<file path="src/rtl/id_stage_pipe.sv">
// MIPS decode stage: forwarding, load-use stall, branch redirect; ID_FWD_MEM_EN enables MEM forwarding.
// Output bundle registered (1 cycle); in_ready drops and outputs hold while ex_ready is low.
module id_stage_pipe #(
    parameter int XLEN       = 32,
    parameter int LOAD_STALL = 1,
    parameter int AOPW       = 6
) (
    input  logic            clk,
    input  logic            rst,
    input  logic            in_valid,
    output logic            in_ready,
    input  logic [31:0]     in_pc,
    input  logic [31:0]     in_inst,
    output logic [4:0]      rf_raddr1,
    output logic [4:0]      rf_raddr2,
    input  logic [XLEN-1:0] rf_rdata1,
    input  logic [XLEN-1:0] rf_rdata2,
    input  logic            exe_we,
    input  logic [4:0]      exe_wreg,
    input  logic [XLEN-1:0] exe_wdata,
    input  logic            exe_is_load,
    input  logic            mem_we,
    input  logic [4:0]      mem_wreg,
    input  logic [XLEN-1:0] mem_wdata,
    input  logic            flush,
    input  logic            ex_ready,
    output logic            ex_valid,
    output logic [AOPW-1:0] ex_aluop,
    output logic [XLEN-1:0] ex_op1,
    output logic [XLEN-1:0] ex_op2,
    output logic [XLEN-1:0] ex_sdata,
    output logic [4:0]      ex_wreg,
    output logic            ex_we,
    output logic            br_taken,
    output logic [31:0]     br_target
);

`ifdef ID_FWD_MEM_EN
    localparam bit MEM_FWD = 1'b1;
`else
    localparam bit MEM_FWD = 1'b0;
`endif

    localparam logic [AOPW-1:0] ALU_NOP = AOPW'(0),  ALU_ADD = AOPW'(1),  ALU_SUB = AOPW'(2);
    localparam logic [AOPW-1:0] ALU_SLT = AOPW'(3),  ALU_SLTU = AOPW'(4), ALU_AND = AOPW'(5);
    localparam logic [AOPW-1:0] ALU_OR  = AOPW'(6),  ALU_XOR = AOPW'(7),  ALU_NOR = AOPW'(8);
    localparam logic [AOPW-1:0] ALU_SLL = AOPW'(9),  ALU_SRL = AOPW'(10), ALU_SRA = AOPW'(11);
    localparam logic [AOPW-1:0] ALU_LW  = AOPW'(12), ALU_SW = AOPW'(13);

    logic [5:0]  opcode, funct;
    logic [4:0]  rs, rt, rd, shamt;
    logic [15:0] imm;
    logic [31:0] pc4, pc8, br_off;
    assign opcode = in_inst[31:26];
    assign rs     = in_inst[25:21];
    assign rt     = in_inst[20:16];
    assign rd     = in_inst[15:11];
    assign shamt  = in_inst[10:6];
    assign funct  = in_inst[5:0];
    assign imm    = in_inst[15:0];
    assign pc4    = in_pc + 32'd4;
    assign pc8    = in_pc + 32'd8;
    assign br_off = {{14{imm[15]}}, imm, 2'b00};
    assign rf_raddr1 = rs;
    assign rf_raddr2 = rt;

    // Source select: EXE, then MEM (when enabled), then RF; $0 is hard zero.
    logic rs_exe_hit, rt_exe_hit, rs_mem_hit, rt_mem_hit;
    logic [XLEN-1:0] rs_val, rt_val;
    assign rs_exe_hit = exe_we && (exe_wreg == rs) && (rs != 5'd0);
    assign rt_exe_hit = exe_we && (exe_wreg == rt) && (rt != 5'd0);
    assign rs_mem_hit = mem_we && (mem_wreg == rs) && (rs != 5'd0);
    assign rt_mem_hit = mem_we && (mem_wreg == rt) && (rt != 5'd0);
    assign rs_val = (rs == 5'd0) ? '0 : rs_exe_hit ? exe_wdata :
                    (MEM_FWD && rs_mem_hit) ? mem_wdata : rf_rdata1;
    assign rt_val = (rt == 5'd0) ? '0 : rt_exe_hit ? exe_wdata :
                    (MEM_FWD && rt_mem_hit) ? mem_wdata : rf_rdata2;

    logic [AOPW-1:0] d_aluop;
    logic [XLEN-1:0] d_op1, d_op2;
    logic [4:0]      d_wreg;
    logic            d_we, use_rs, use_rt, d_take, r_alu, i_alu;
    logic [31:0]     d_target;

    always_comb begin
        d_aluop  = ALU_NOP;
        d_op1    = rs_val;
        d_op2    = rt_val;
        d_wreg   = 5'd0;
        d_we     = 1'b0;
        use_rs   = 1'b0;
        use_rt   = 1'b0;
        d_take   = 1'b0;
        r_alu    = 1'b0;
        i_alu    = 1'b0;
        d_target = pc4 + br_off;
        case (opcode)
            6'b000000: case (funct)
                6'b100000, 6'b100001: begin d_aluop = ALU_ADD;  r_alu = 1'b1; end
                6'b100010, 6'b100011: begin d_aluop = ALU_SUB;  r_alu = 1'b1; end
                6'b101010: begin d_aluop = ALU_SLT;  r_alu = 1'b1; end
                6'b101011: begin d_aluop = ALU_SLTU; r_alu = 1'b1; end
                6'b100100: begin d_aluop = ALU_AND;  r_alu = 1'b1; end
                6'b100101: begin d_aluop = ALU_OR;   r_alu = 1'b1; end
                6'b100110: begin d_aluop = ALU_XOR;  r_alu = 1'b1; end
                6'b100111: begin d_aluop = ALU_NOR;  r_alu = 1'b1; end
                6'b000100: begin d_aluop = ALU_SLL;  r_alu = 1'b1; end
                6'b000110: begin d_aluop = ALU_SRL;  r_alu = 1'b1; end
                6'b000111: begin d_aluop = ALU_SRA;  r_alu = 1'b1; end
                // Shift-immediate: amount in op1, value in op2, like the variable forms.
                6'b000000, 6'b000010, 6'b000011: begin
                    d_aluop = (funct[1:0] == 2'b00) ? ALU_SLL :
                              (funct[1:0] == 2'b10) ? ALU_SRL : ALU_SRA;
                    d_op1   = XLEN'(shamt);
                    use_rt  = 1'b1;
                    d_we    = 1'b1;
                    d_wreg  = rd;
                end
                6'b001000, 6'b001001: begin
                    use_rs   = 1'b1;
                    d_take   = 1'b1;
                    d_target = rs_val[31:0];
                    if (funct[0]) begin
                        d_aluop = ALU_ADD;
                        d_op1   = XLEN'(pc8);
                        d_op2   = '0;
                        d_we    = 1'b1;
                        d_wreg  = rd;
                    end
                end
                default: ;
            endcase
            6'b000010, 6'b000011: begin
                d_take   = 1'b1;
                d_target = {pc4[31:28], in_inst[25:0], 2'b00};
                if (opcode[0]) begin
                    d_aluop = ALU_ADD;
                    d_op1   = XLEN'(pc8);
                    d_op2   = '0;
                    d_we    = 1'b1;
                    d_wreg  = 5'd31;
                end
            end
            6'b000100, 6'b000101: begin
                use_rs = 1'b1;
                use_rt = 1'b1;
                d_take = (rs_val == rt_val) ^ opcode[0];
            end
            6'b001000, 6'b001001: begin d_aluop = ALU_ADD;  d_op2 = XLEN'(signed'(imm)); i_alu = 1'b1; end
            6'b001010: begin d_aluop = ALU_SLT;  d_op2 = XLEN'(signed'(imm)); i_alu = 1'b1; end
            6'b001011: begin d_aluop = ALU_SLTU; d_op2 = XLEN'(signed'(imm)); i_alu = 1'b1; end
            6'b001100: begin d_aluop = ALU_AND;  d_op2 = XLEN'(imm); i_alu = 1'b1; end
            6'b001101: begin d_aluop = ALU_OR;   d_op2 = XLEN'(imm); i_alu = 1'b1; end
            6'b001110: begin d_aluop = ALU_XOR;  d_op2 = XLEN'(imm); i_alu = 1'b1; end
            6'b100011: begin d_aluop = ALU_LW;   d_op2 = XLEN'(signed'(imm)); i_alu = 1'b1; end
            6'b001111: begin
                d_aluop = ALU_ADD;
                d_op1   = '0;
                d_op2   = XLEN'(signed'({imm, 16'h0000}));
                d_we    = 1'b1;
                d_wreg  = rt;
            end
            6'b101011: begin
                d_aluop = ALU_SW;
                d_op2   = XLEN'(signed'(imm));
                use_rs  = 1'b1;
                use_rt  = 1'b1;
            end
            default: ;
        endcase
        if (r_alu) begin
            use_rs = 1'b1;
            use_rt = 1'b1;
            d_we   = 1'b1;
            d_wreg = rd;
        end
        if (i_alu) begin
            use_rs = 1'b1;
            d_we   = 1'b1;
            d_wreg = rt;
        end
    end

    logic [1:0] cnt, cnt_eff;
    logic       src_rs, src_rt, load_haz, mem_haz, stall, slot_free, accept;
    assign src_rs   = use_rs && (rs != 5'd0);
    assign src_rt   = use_rt && (rt != 5'd0);
    assign load_haz = in_valid && exe_is_load &&
                      ((src_rs && exe_wreg == rs) || (src_rt && exe_wreg == rt));
    // Without MEM forwarding, a MEM-only match waits one bubble for the RF write-through.
    assign mem_haz  = !MEM_FWD && in_valid && mem_we &&
                      ((src_rs && mem_wreg == rs && !rs_exe_hit) ||
                       (src_rt && mem_wreg == rt && !rt_exe_hit));
    // The counter includes the detection cycle, so LOAD_STALL bubbles are issued in total.
    assign cnt_eff   = (cnt != 2'd0) ? cnt : (load_haz ? 2'(LOAD_STALL) : 2'd0);
    assign stall     = (cnt_eff != 2'd0) || mem_haz;
    assign slot_free = !ex_valid || ex_ready;
    assign in_ready  = !rst && !flush && !stall && slot_free;
    assign accept    = in_valid && in_ready;
    assign br_taken  = accept && d_take;
    assign br_target = d_target;

    always_ff @(posedge clk) begin
        if (rst) begin
            ex_valid <= 1'b0;
            ex_aluop <= '0;
            ex_op1   <= '0;
            ex_op2   <= '0;
            ex_sdata <= '0;
            ex_wreg  <= '0;
            ex_we    <= 1'b0;
            cnt      <= 2'd0;
        end else if (flush) begin
            ex_valid <= 1'b0;
            cnt      <= 2'd0;
        end else begin
            cnt <= (cnt_eff != 2'd0 && slot_free) ? cnt_eff - 2'd1 : cnt_eff;
            if (accept) begin
                ex_valid <= 1'b1;
                ex_aluop <= d_aluop;
                ex_op1   <= d_op1;
                ex_op2   <= d_op2;
                ex_sdata <= rt_val;
                ex_wreg  <= d_wreg;
                ex_we    <= d_we;
            end else if (slot_free) begin
                ex_valid <= 1'b0;
            end
        end
    end

endmodule

</file>
<file path="config.mk">
export PLATFORM = sky130hd
export DESIGN_NAME = id_stage_pipe
export DESIGN_NICKNAME = d
export VERILOG_FILES = /design/src/rtl/id_stage_pipe.sv
export SDC_FILE = /design/constraint.sdc
export NUM_CORES = 1
export LEC_CHECK = 0
export ABC_AREA = 1
export ABC_CLOCK_PERIOD_IN_PS = 10300
export CAP_MARGIN = 20
export CORE_MARGIN = 2
export CORE_UTILIZATION = 45
export CTS_CLUSTER_DIAMETER = 150
export DETAILED_ROUTE_END_ITERATION = 10
export MAX_ROUTING_LAYER = met4
export PLACE_DENSITY = 0.84
export SYNTH_ARGS = -nofsm -noshare
export SYNTH_HDL_FRONTEND = slang
export SYNTH_SLANG_ARGS = --single-unit
</file>
<file path="constraint.sdc">
create_clock -name clk -period 10.3 [get_ports clk]
set_clock_uncertainty 0.2 [all_clocks]
set_input_delay 1.03 -clock clk [delete_from_list [all_inputs] [get_ports clk]]
set_output_delay 1.03 -clock clk [all_outputs]
set_load 0.02 [all_outputs]
</file>
==> flow_metrics.py, run 1 <==
metrics = {
    "detailed_routing": {
        "via_count": 15100,
        "dr.pass1.iters": 6,
        "drtAntennaViolNets": 0,
        "detail_route.wl_per_cell_um": 22.2,
        "drt_iter0_markers": 2113,
        "drc": 0,
        "viasPerCell": 5.89,
        "routed_wl_mm": 57.0,
    },
    "placement": {
        "dpl.hpwl_mm": 45.2,
        "gp_congestion": 1.04,
        "dp_slack_ps": 2980,
        "dp.cells": 2548,
        "port_buffers": 328,
    },
    "power_and_ir_drop": {
        "power.leakage_nw": 7.02,
        "pwr_density_cell_nw_per_um2": 101,
        "irDropWorstVdd_uv": 78.0,
        "p_total_mw": 1.51,
    },
    "timing": {
        "relSlewSlack": 0.218,
        "finalCritPeriodShare": 0.736,
        "hold_viol": 0,
        "fmax_mhz": 132,
        "setup_viol": 0,
        "drv_slew": 0,
        "rsz0062_at_grt": "no",
        "fin_setup_tns_ps": 0,
        "setup_slack_ps": 2720,
        "worst_slew_pin_slew_ps": 1170,
        "min_period_ps": 7580,
    },
    "clock_tree": {
        "ctsHtreeMaxLevel": 3,
        "cts.sink_count": 109,
        "cts_inserted_buffers": 9,
        "clk-insertion-delay-late_ps": 370,
        "clock_path_buffers": 2,
        "hold_buffers": 0,
        "cts_tree": "yes",
        "cts-root-buf": "clkbuf_16",
        "post_cts.repair.setup_buffers": 0,
        "cts.repair.resized": 0,
        "clkTransAtPathRegs_ps": 80,
    },
    "setup_path": {
        "crit_required_ps": 9070,
        "worstSetupEndpointType": "output pin",
        "crit_fanout": 9,
        "cp-start-kind": "input port",
        "regToRegSetupSlack_ps": 7160,
        "crit_type": "in2out",
        "critical_path_arrival_ps": 6350,
    },
    "synth": {
        "synth_cells": 1987,
        "netlist-cell-type-count": 57,
        "yosys_warnings": 0,
        "synth_xor_area_frac": 0.0420,
        "yosys.area_share.simple": 0.368,
        "syn_area_um2": 11300,
        "seq_area_frac_synth": 0.194,
        "synthArstFlopShare": 0,
        "synthFlopType": "dfxtp_1",
        "syn_area_per_cell_um2": 5.67,
        "yosys.area_share.adder": 0.0373,
        "synth_edf_count": 0,
        "synth_top_family_by_area": "simple AND/OR/NAND/NOR gates",
        "synth_compound_area_frac": 0.214,
        "synthMuxAreaShare": 0,
        "ys_ff_latch": 109,
    },
    "die": {
        "die_h_um": 162,
        "num_rows": 57,
        "core_um2": 24500,
        "die-area_um2": 26300,
        "start_util": 0.461,
        "io_pins": 363,
        "die_w_um": 162,
    },
    "global_routing": {
        "grt_pass1_wl_mm": 82.3,
        "grt_use_total": 0.428,
        "grt_max_degree": 88,
        "grt_pass1_vias": 13700,
        "gr-total-overflow": 0,
        "antenna_found_initial": 0,
    },
    "layout": {
        "nets": 2481,
        "area_delta_synth_final_pct": 32.3,
        "final_cells": 2567,
        "diodes": 0,
        "drive_gt1_frac": 0.0357,
        "fin_util": 0.609,
    },
    "run": {
        "maxCapViolCount": 0,
    },
    "hold_path": {
        "min_path_type": "reg2reg",
    },
    "run_status": {
        "status": "complete, no violations",
    },
}
area by class of cell:
cell class / count / area (um^2)
Clock buffer: 9 / 225
Clock inverter: 7 / 91.3
Inverter: 294 / 1100
Sequential cell: 109 / 2180
Fill cell: 2352 / 9560
Multi-Input combinational cell: 1483 / 7480
Tap cell: 324 / 405
Timing Repair Buffer: 341 / 3420
cells by family after synthesis:
group	count (synthesis)
and+or+nand+nor	987
adders and majority gates	33
other	1
buffers and inverters	396
DFF	109
xor gates and xnor gates	54
AOI/OAI and AO/OA	407
layer usage:
layer,vias to the layer above,GRT usage,share of wire
li1,7015,-,-
met1,6940,0.565,0.41
met2,1032,0.633,0.43
met3,130,0.0986,0.12
met4,0,0.168,0.043
met5,-,-,0
state kept, by name (all words and copies together) (netlist names):
signal    flops
ex_we         1
ex_aluop      4
ex_sdata     32
ex_valid      1
ex_op2       32
cnt           2
ex_wreg       5
ex_op1       32
cells in the final DEF (no fill, tap or decap), drive strengths merged, types with 32 or more instances in the layout:
| cell | Yosys | layout |
|---|---|---|
| nand2 | 545 | 545 |
| clkdlybuf4s50 | 0 | 326 |
| inv | 293 | 298 |
| nor2 | 237 | 237 |
| a21oi | 149 | 149 |
| o21ai | 126 | 126 |
| dfxtp | 109 | 109 |
| nand3 | 105 | 105 |
| nand4 | 52 | 52 |
| xor2 | 40 | 40 |
| o221ai | 38 | 38 |
| ha | 32 | 32 |
| nor3 | 32 | 32 |
metrics by stage:
stage / hold slack [ps] / cell area [um^2]
after floorplan: 271 / 11300
after global placement: 250 / 14500
after detailed placement: 254 / 14500
after CTS: 271 / 14800
after global routing: 285 / 14900
final: 267 / 14900
path summary, 6_finish.rpt:
kind                                 start       endpoint  cells past startpoint
worst min register to register  ex_op1[27]     ex_op1[27]                      2
worst max-delay path              in_pc[2]  br_target[31]                     19
worst max register to register      cnt[1]    ex_sdata[8]                     12
worst min-delay path            ex_op1[27]     ex_op1[27]                      2
synthesized netlist by cell type, drive strengths merged (3+ instances only):
library cell  number  share of area
nand2            545           0.18
inv              293          0.098
nor2             237          0.084
a21oi            149          0.066
o21ai            126          0.057
dfxtp            109           0.19
nand3            105          0.047
nand4             52          0.029
buf               51          0.030
clkbuf            51          0.017
xor2              40          0.031
o221ai            38          0.030
ha                32          0.036
nor3              32          0.016
o22ai             28          0.016
o211ai            15          0.010
xnor2             14          0.011
a22oi              8         0.0053
a31oi              7         0.0039
nor4               7         0.0039
o32ai              6         0.0047
a221oi             5         0.0039
a21boi             4         0.0027
a21o               4         0.0027
a211oi             3         0.0020
o2111ai            3         0.0023
o21a               3         0.0020
or2                3         0.0017
critical path: stages:
cell             delay, ps
clkdlybuf4s50_1        780
ha_1                   290
nand3_1                130
nor2_1                 340
nand2_1                170
nor3_1                 410
nand4_1                220
nor2_1                 170
xor2_1                 400
ha_1                   370
a21oi_1                280
o21ai_0                140
a21oi_1                130
nand3_1                200
a31oi_1                250
o21ai_0                120
a21o_1                 200
nand3_1                 90
clkdlybuf4s50_1        620
where the power goes:
group | switching [mW] | internal (mW)
registers | 0.0115 | 0.441
clock network | 0.217 | 0.179
logic | 0.410 | 0.253
(Power assumes the default switching activity.)
==> run 2: changes to the inputs <==
ABC_CLOCK_PERIOD_IN_PS = 6800   (was 10300)
CORE_UTILIZATION = 43   (was 45)
clock period = 6.8 ns   (was 10.3 ns; I/O delays follow)
==> run 2 against run 1 <==
Against the previous run:
- die area rose by 4.5%
- first-iteration DRC count grew 13%
- largest power group unchanged
- core utilization down 2.5 points
- clock power grew 53%
==> flow_metrics.py, run 2 (synthesized netlist as in run 1, its figures left out) <==
metrics = {
    "die": {
        "die_w_um": 166,
        "io_pins": 363,
        "core_um2": 25900,
        "die_h_um": 166,
        "die-area_um2": 27500,
        "start_util": 0.435,
        "num_rows": 59,
    },
    "setup_path": {
        "critical_path_arrival_ps": 5530,
        "crit_fanout": 5,
        "crit_required_ps": 5920,
        "crit_type": "in2out",
        "worstSetupEndpointType": "output pin",
        "cp-start-kind": "input port",
    },
    "clock_tree": {
        "clkTransAtPathRegs_ps": 90,
        "hold_buffers": 0,
        "cts_inserted_buffers": 9,
        "cts.repair.resized": 0,
        "clk-insertion-delay-late_ps": 380,
        "post_cts.repair.setup_buffers": 0,
        "cts.sink_count": 109,
        "clock_path_buffers": 2,
        "cts-root-buf": "clkbuf_16",
        "ctsHtreeMaxLevel": 3,
        "cts_tree": "yes",
    },
    "layout": {
        "top_regs": "ex_op1: 32 flops, ex_op2: 32 flops, ex_sdata: 32 flops",
        "final_common_cell": "nand2_1",
        "drive_gt1_frac": 0.0463,
        "fill_cells": 2517,
        "multiInputGateArea_um2": 7480,
        "nets": 2506,
        "fin_util": 0.584,
        "mostFrequentLayoutCells": "nand2_1, clkdlybuf4s50_1, inv_1",
        "register_area_um2": 2180,
        "area_delta_synth_final_pct": 34.2,
    },
    "detailed_routing": {
        "drtAntennaViolNets": 0,
        "detail_route.wl_per_cell_um": 22.8,
        "routed_wl_mm": 59.4,
        "via_count": 15400,
        "drt_iter0_markers": 2382,
        "viasPerCell": 5.90,
        "dr.pass1.iters": 6,
        "drc": 0,
    },
    "hold_path": {
        "min_path_type": "reg2reg",
    },
    "power_and_ir_drop": {
        "irDropWorstVdd_uv": 121,
        "p_total_mw": 2.32,
        "pwr_density_cell_nw_per_um2": 153,
        "power.leakage_nw": 7.16,
    },
    "global_routing": {
        "gr-usage-met1": 0.579,
        "grt_max_degree": 77,
        "antenna_found_initial": 1,
        "grt_use_total": 0.427,
        "grt.busiest_layer": "met2",
        "grt_pass1_vias": 14200,
        "grt_pass1_wl_mm": 87.4,
        "gr-usage-met3": 0.0980,
        "gr-total-overflow": 0,
        "grt_use_met2": 0.604,
    },
    "timing": {
        "setup_viol": 0,
        "fin_setup_tns_ps": 0,
        "hold_viol": 0,
        "drv_slew": 0,
        "min_period_ps": 6410,
        "worst_slew_pin_slew_ps": 1220,
        "fmax_mhz": 156,
        "finalCritPeriodShare": 0.942,
        "relSlewSlack": 0.184,
        "rsz0062_at_grt": "no",
    },
    "placement": {
        "port_buffers": 328,
        "dpl.hpwl_mm": 48.0,
        "gp_congestion": 1.05,
    },
    "run_status": {
        "status": "complete, no violations",
    },
    "run": {
        "maxCapViolCount": 0,
    },
}
[run 2: report_power, final]
group	switching (mW)	internal (mW)
Clock	0.337	0.269
Combinational	0.633	0.394
Sequential	0.0172	0.668
[run 2: stage by stage]
stage	cell area (um^2)	setup slack [ps]	hold slack (ps)	cells
after CTS	15100	268	269	2601
after detailed placement	14700	280	253	2585
after global placement	14700	375	250	2585
final	15100	392	263	2604
after floorplan	11300	2190	271	1988
after global routing	15100	20.9	291	2604
[run 2: path summary, 6_finish.rpt]
kind,from,end,slack (ps),cells past startpoint
worst max register to register,cnt[1],ex_op1[2],3510,13
worst max-delay path,in_pc[3],br_target[24],390,25
worst min-delay path,ex_op1[27],ex_op1[27],260,2
worst min register to register,ex_op1[27],ex_op1[27],260,2
[run 2: final cells by class]
| cell class | count | area share |
|---|---|---|
| sequential | 109 | 0.144 |
| multi-input combinational | 1483 | 0.495 |
| clock buffer | 9 | 0.0149 |
| inverter | 294 | 0.0730 |
| antenna | 1 | 0.000165 |
| timing repair buffer | 366 | 0.239 |
| clock inverter | 7 | 0.00604 |
| tap | 335 | 0.0277 |
[run 2: per-layer routing]
metal,share of wire,wire length [um]
met5,0,0
met1,0.42,25200
met2,0.41,24400
met4,0.050,2950
met3,0.12,6910
[run 2: critical path: stages]
cell	delay (ps)
clkdlybuf4s50_1	640
ha_1	300
nand3_1	160
nor2_2	220
nand2_1	150
nor2_1	180
inv_1	80
nor2_1	160
xor2_1	220
nor2_1	60
a21oi_1	150
inv_1	120
ha_1	350
nand2_1	180
inv_1	60
a21oi_1	230
inv_1	70
a21oi_1	160
o21ai_0	180
nand2_1	100
nand2_1	80
a21oi_1	120
o21ai_0	90
o221ai_1	80
clkdlybuf4s50_1	700
